--- config.mk ---
export PLATFORM = sky130hd
export DESIGN_NAME = iomem_timer
export DESIGN_NICKNAME = d
export VERILOG_FILES = /design/src/rtl/iomem_timer.sv
export SDC_FILE = /design/constraint.sdc
export NUM_CORES = 1
export LEC_CHECK = 0
export ABC_AREA = 1
export BUFFER_PORTS_ARGS = -buffer_cell sky130_fd_sc_hd__buf_2
export CAP_MARGIN = 20
export CORE_MARGIN = 8
export CORE_UTILIZATION = 62
export DETAILED_ROUTE_END_ITERATION = 8
export PLACE_DENSITY = 0.89
export SLEW_MARGIN = 15
export SYNTH_ARGS = -nofsm -noshare
export SYNTH_HDL_FRONTEND = slang
export SYNTH_SLANG_ARGS = --single-unit
--- constraint.sdc ---
create_clock -name clk -period 4.8 [get_ports clk]
set_input_delay 0.96 -clock clk [delete_from_list [all_inputs] [get_ports clk]]
set_output_delay 0.96 -clock clk [all_outputs]
set_load 0.1 [all_outputs]
--- src/rtl/iomem_timer.sv ---
// Memory-mapped down-counting timer with prescaler and interrupt flag.
// Single-cycle acknowledged bus slave selected by the top address byte.
module iomem_timer #(
  parameter logic [7:0] BASE_HI = 8'h04
) (
  input  logic        clk,
  input  logic        reset,
  input  logic        iomem_valid,
  output logic        iomem_ready,
  input  logic [31:0] iomem_addr,
  input  logic [3:0]  iomem_wstrb,
  input  logic [31:0] iomem_wdata,
  output logic [31:0] iomem_rdata,
  output logic        irq
);

  logic        r_en;
  logic        r_auto;
  logic        r_irqen;
  logic [15:0] r_presc;
  logic [31:0] r_count;
  logic [31:0] r_reload;
  logic        r_flag;
  logic [15:0] r_psc;
  logic        r_ready;
  logic [31:0] r_rdata;

  logic        w_sel;
  logic        w_wr;
  logic [1:0]  w_off;
  logic        w_wr_ctrl;
  logic        w_wr_count;
  logic        w_wr_reload;
  logic        w_clr;
  logic        w_tick;
  logic        w_expire;
  logic [31:0] w_mask;
  logic [31:0] w_ctrl;
  logic [31:0] w_rd;
  logic        w_unused;

  assign w_sel = iomem_valid && !r_ready &&
                 (iomem_addr[31:24] == BASE_HI);
  assign w_wr = w_sel && (iomem_wstrb != 4'b0000);
  assign w_off = iomem_addr[3:2];
  assign w_wr_ctrl = w_wr && (w_off == 2'd0);
  assign w_wr_count = w_wr && (w_off == 2'd1);
  assign w_wr_reload = w_wr && (w_off == 2'd2);
  assign w_clr = w_wr && (w_off == 2'd3) &&
                 iomem_wstrb[0] && iomem_wdata[0];

  assign w_mask = {{8{iomem_wstrb[3]}}, {8{iomem_wstrb[2]}},
                   {8{iomem_wstrb[1]}}, {8{iomem_wstrb[0]}}};

  assign w_tick = r_en && (r_psc == r_presc);
  // A bus write to COUNT consumes the tick, including any expiry.
  assign w_expire = w_tick && (r_count == 32'd1) && !w_wr_count;

  assign w_ctrl = {r_presc, 13'd0, r_irqen, r_auto, r_en};
  assign w_unused = ^{iomem_addr[23:4], iomem_addr[1:0]};

  // Register read mux, sampled as the pre-write value.
  always_comb begin
    w_rd = 32'd0;
    unique case (w_off)
      2'd0: w_rd = w_ctrl;
      2'd1: w_rd = r_count;
      2'd2: w_rd = r_reload;
      2'd3: w_rd = {31'd0, r_flag};
    endcase
  end

  // Bus acknowledge and read data, one cycle per request.
  always_ff @(posedge clk) begin
    if (reset) begin
      r_ready <= 1'b0;
      r_rdata <= 32'd0;
    end else begin
      r_ready <= w_sel;
      r_rdata <= w_sel ? w_rd : 32'd0;
    end
  end

  // CTRL fields with byte-lane strobes.
  always_ff @(posedge clk) begin
    if (reset) begin
      r_en    <= 1'b0;
      r_auto  <= 1'b0;
      r_irqen <= 1'b0;
      r_presc <= 16'd0;
    end else if (w_wr_ctrl) begin
      if (iomem_wstrb[0]) begin
        r_en    <= iomem_wdata[0];
        r_auto  <= iomem_wdata[1];
        r_irqen <= iomem_wdata[2];
      end
      if (iomem_wstrb[2]) r_presc[7:0] <= iomem_wdata[23:16];
      if (iomem_wstrb[3]) r_presc[15:8] <= iomem_wdata[31:24];
    end
  end

  // Prescaler: restarts on disable or any CTRL write.
  always_ff @(posedge clk) begin
    if (reset) begin
      r_psc <= 16'd0;
    end else if (!r_en || w_wr_ctrl || w_tick) begin
      r_psc <= 16'd0;
    end else begin
      r_psc <= r_psc + 16'd1;
    end
  end

  // COUNT: bus write wins over the tick.
  always_ff @(posedge clk) begin
    if (reset) begin
      r_count <= 32'd0;
    end else if (w_wr_count) begin
      r_count <= (r_count & ~w_mask) | (iomem_wdata & w_mask);
    end else if (w_tick) begin
      if (r_count > 32'd1) begin
        r_count <= r_count - 32'd1;
      end else if (r_count == 32'd1) begin
        r_count <= r_auto ? r_reload : 32'd0;
      end
    end
  end

  // RELOAD: plain byte-strobed register.
  always_ff @(posedge clk) begin
    if (reset) begin
      r_reload <= 32'd0;
    end else if (w_wr_reload) begin
      r_reload <= (r_reload & ~w_mask) | (iomem_wdata & w_mask);
    end
  end

  // FLAG: hardware set beats write-1-to-clear.
  always_ff @(posedge clk) begin
    if (reset) begin
      r_flag <= 1'b0;
    end else if (w_expire) begin
      r_flag <= 1'b1;
    end else if (w_clr) begin
      r_flag <= 1'b0;
    end
  end

  assign iomem_ready = r_ready;
  assign iomem_rdata = r_rdata;
  assign irq = r_flag && r_irqen;

endmodule

# ---- Word-level counts from Yosys, hierarchy flattened
# Cells that the tools add are included.
dict set report totals {
  register_bits 133
  out_inout_bits 34
  elab_cells 64
}
dict set report op_classes {
  add_sub_neg 2
  order_cmp 1
  eq_ne 6
  mux 8
  bitwise 7
  n_reduce_logical 29
}
# cell n
set ops {}
lappend ops {{two-way mux 32 bit} 5}
lappend ops {{one-hot mux 32 bit (4 select lines)} 1}
lappend ops {{AND 32 bit} 3}
lappend ops {{bitwise OR 32 bit} 2}
lappend ops {{== test 32 x 1 -> 1 bit (second input constant)} 1}
lappend ops {{> comparator 32 x 1 -> 1 bit (second input constant)} 1}
lappend ops {{inverter 32 bit} 1}
lappend ops {{subtractor 32 x 1 -> 32 bit (second input constant)} 1}
lappend ops {{adder 16 x 1 -> 16 bit (second input constant)} 1}
lappend ops {{== test 16 bit} 1}
lappend ops {{logical AND 1 bit} 13}
lappend ops {{== test 8 x 3 -> 1 bit (second input constant)} 1}
lappend ops {{AND reduction 2 bit} 4}
lappend ops {{== test 2 bit (second input constant)} 2}
lappend ops {{nonzero test 2 bit} 2}
lappend ops {{nonzero test 4 bit} 1}
lappend ops {{OR reduction 2 bit} 2}
lappend ops {{logical NOT 1 bit} 3}
lappend ops {{nonzero test 3 bit} 1}
lappend ops {{== test 2 x 1 -> 1 bit (second input constant)} 1}
lappend ops {{logical NOT 2 bit} 1}
lappend ops {{logical OR 1 bit} 2}
lappend ops {{two-way mux 1 bit} 2}
lappend ops {{inverter 1 bit} 1}

# ---- Depth between registers and ports, before layout
dict set report logic_depth {
  ltp_word 9
  ltp_mapped 14
  ltp_nobuf 14
}

# ---- Worst setup path before layout
# No wires, ideal clock.
dict set report synth_timing {
  path_type {input to register}
  from {in iomem_addr[31]}
  to {reg (tool-made name)}
  setup_ps 70
  arrival_time_ps 2204
  required_ps 4730
  path_slack_ps 2526
  path_stages 9
  path_buffers 1
  path_cell_list {nor2_1 nand2_1 nor3_4 nand3_4 buf_2 nor2_2 nand3b_4 nand2_1 a21oi_1}
}
# element line
set synth_lines {}
lappend synth_lines {{start: declaration} 10} ;# input logic [31:0] iomem_addr,

==> reports/results.ini <==
[run_status]
status = finished clean

[power_and_ir_drop]
switching_share_pct = 24.4
switchingPower_mw = 0.615
p_per_area_nw_per_um2 = 292
seqPwrFrac_pct = 43.8
leakagePower_nw = 4.12
ir_drop_v = 0.000207
pwr-share-comb_pct = 3.4
p_int_mw = 1.90
clkPwrFrac_pct = 52.8

[clocking]
clock-root-buffer = clkbuf_16
clk-insertion-delay-late_ns = 0.44
cts-resized-gates = 0
cts_tree = done
clockBufferDepth = 2
cts_max_level = 4
hold_buffers = 0
cts.sinks = 133
post-cts-setup-buffers = 0
clkTransAtPathRegs_ns = 0.07
numCtsBuffers = 17

[detailed_routing]
drc = 0
ant_nets = 0
route.met2.wl_mm = 10.4
met3_length_mm = 2.51
vias = 8204
highest_layer = met4
drtIter0Drc = 1078
wl_met1_mm = 9.20
viasPerCell = 5.77
routed_wl_mm = 23.0
drt-wirelength-per-cell_um = 16.2
dr.pass1.iters = 6

[cells_and_area]
fin_area_um2 = 8620
fin_util_pct = 72.1
drive_gt1_share_pct = 12.7
diodes = 0
nets = 1336
area_growth_pct = 13.6

[setup_path]
reg2reg_depth = 11
arrival_ns = 3.29
crit_path_max_fanout = 32
crit_path_end_kind = flip-flop
crit_buf_inv = 3
critPathKind = in2reg
slowest_delay_ns = 0.85
start_kind = primary input
crit_slowest_cell = inv_1
path_cells = buf_2 -> inv_1 -> nor2_2 -> nand3_4 -> inv_1 -> nand3_1 -> nand2_1 -> nand2_1 -> a21oi_1
cp.depth = 9
crit_required_ns = 5.17
cpLargestDelayFamily = simple AND/OR/NAND/NOR gates
rrSetupSlack_ns = 2.32
cp-startpoint = iomem_addr[2]

[sta]
finalWorstSetupSlack_ns = 1.88
tightest_slew_ns = 1.14
rsz0062_at_grt = no
setup-violations-final = 0
hold_violations = 0
clock_skew_ns = 0.0115
max_freq_mhz = 342
maxSlewHeadroom_pct = 23.6
period_needed_ns = 2.92
report.final.slew_viol_count = 0
fin_tns_setup_ns = 0
finalCritPeriodShare_pct = 60.9
timing.hold.ws_ns = 0.464

[synth]
syn-cell-area_um2 = 7590
ys_ff_latch = 133
syn-num-nets = 1272
synth_ff_type = dfxtp_1
async_flop_share_pct = 0
synth_cells = 1198
synthDistinctLibCells = 40
ys_seq_area_share_pct = 35.1
synth-edff-count = 0
ys.warnings.count = 0
synth_area_per_cell_um2 = 6.33

[global_route]
overflow = 0
grt_pass1_wl_mm = 37.8
track_usage_pct = 29.2
grt_max_degree = 66
grt_pass1_vias = 7842
antenna_found_initial = 0

[placement]
placed_area_um2 = 8020
io_buffers = 82
gp_congestion = 0.952
place_ws_ns = 1.66
dp_hpwl_mm = 16.2

[die]
io-pin-count = 105
dieArea_um2 = 16000
coreArea_um2 = 12000
die_y_um = 127
start_util_pct = 63.4
chipWidth_um = 127
rows = 40

[hold_path]
hold_depth = 2
hold_path_class = reg2reg

[job]
drv_cap = 0

-- worst min-delay path: cells and delay by family, from the launching register on --
| family | cells | cell delay (ns) |
|---|---|---|
| compound gates | 1 | 0.05 |
| buf+inv | 1 | 0.05 |
| flops | 1 | 0.32 |
-- cells in the final DEF, fill, tap and decap left out, types with 3 or more instances in the layout --
cell type / count
a31oi_1: 10
dfxtp_1: 133
nand2_1: 418
inv_2: 3
xor2_1: 12
o21ai_0: 25
inv_1: 131
clkinv_4: 3
xnor2_1: 10
nand4_1: 13
clkbuf_16: 17
inv_6: 5
nand3b_4: 3
ha_1: 3
nor3_1: 10
a21oi_1: 71
nand3_1: 58
nor2_2: 9
nor2_4: 6
nor3b_1: 5
buf_4: 7
nand3_4: 3
o22ai_1: 8
nor2_1: 159
nand2_2: 6
nand2_4: 3
a211oi_1: 37
nand3b_1: 3
buf_2: 82
-- cell usage after synthesis (all sizes together), types with 10 or more instances --
| cell type | count | area, µm² |
|---|---|---|
| a211oi | 37 | 278 |
| a21oi | 71 | 355 |
| a31oi | 10 | 62.6 |
| buf | 20 | 120 |
| clkbuf | 24 | 90.1 |
| dfxtp | 133 | 2660 |
| inv | 134 | 503 |
| nand2 | 427 | 1640 |
| nand3 | 63 | 363 |
| nand4 | 14 | 93.8 |
| nor2 | 175 | 741 |
| nor3 | 11 | 66.3 |
| o21ai | 25 | 125 |
| xnor2 | 10 | 87.6 |
| xor2 | 12 | 105 |
-- worst max path at each step --
stage	slack, ns	to
detailed placement	1.66	r_flag$_SDFFE_PP0P_
global route	1.74	flip-flop
finish	1.88	flip-flop
floorplan	2.53	flip-flop
global placement	1.68	r_flag$_SDFFE_PP0P_
CTS	2.02	flip-flop
-- power by group through the flow --
stage	logic, mW	registers (mW)	clock network (mW)
3_3_place_gp	0.0802	1.13	0
4_1_cts	0.0812	1.10	1.32
6_report	0.0847	1.10	1.33
3_5_place_dp	0.0806	1.13	0
5_1_grt	0.0892	1.10	1.38
2_1_floorplan	0.0360	1.13	0
-- per-stage QoR --
step,total power [mW],instances
finish,2.52,1422
global route,2.57,1422
CTS,2.51,1422
detailed placement,1.21,1390
global placement,1.21,1390
floorplan,1.16,1198
-- area by class of cell --
cell class,instances,area (µm²)
Clock buffer,17,425
Clock inverter,15,169
Timing Repair Buffer,89,463
Sequential cell,133,2660
Tap cell,147,184
Multi-Input combinational cell,886,4200
Inverter,135,512
Fill cell,970,3340
-- kinds of logic after synthesis --
logic type,after synthesis,synth area share (%)
and+or+nand+nor,705,40.2
AOI/OAI and AO/OA,156,12.2
DFF,133,35.1
adders and majority gates,3,0.495
xor gates and xnor gates,22,2.54
buffers and inverters,179,9.52
-- per-layer routing --
layer  vias up  GRT usage [%]
met5         -              0
met4         0           14.6
met3        96           8.25
met2       498           46.8
met1      3684           35.2
li1       3926              -
No activity file was read; power rests on OpenSTA's default activity.
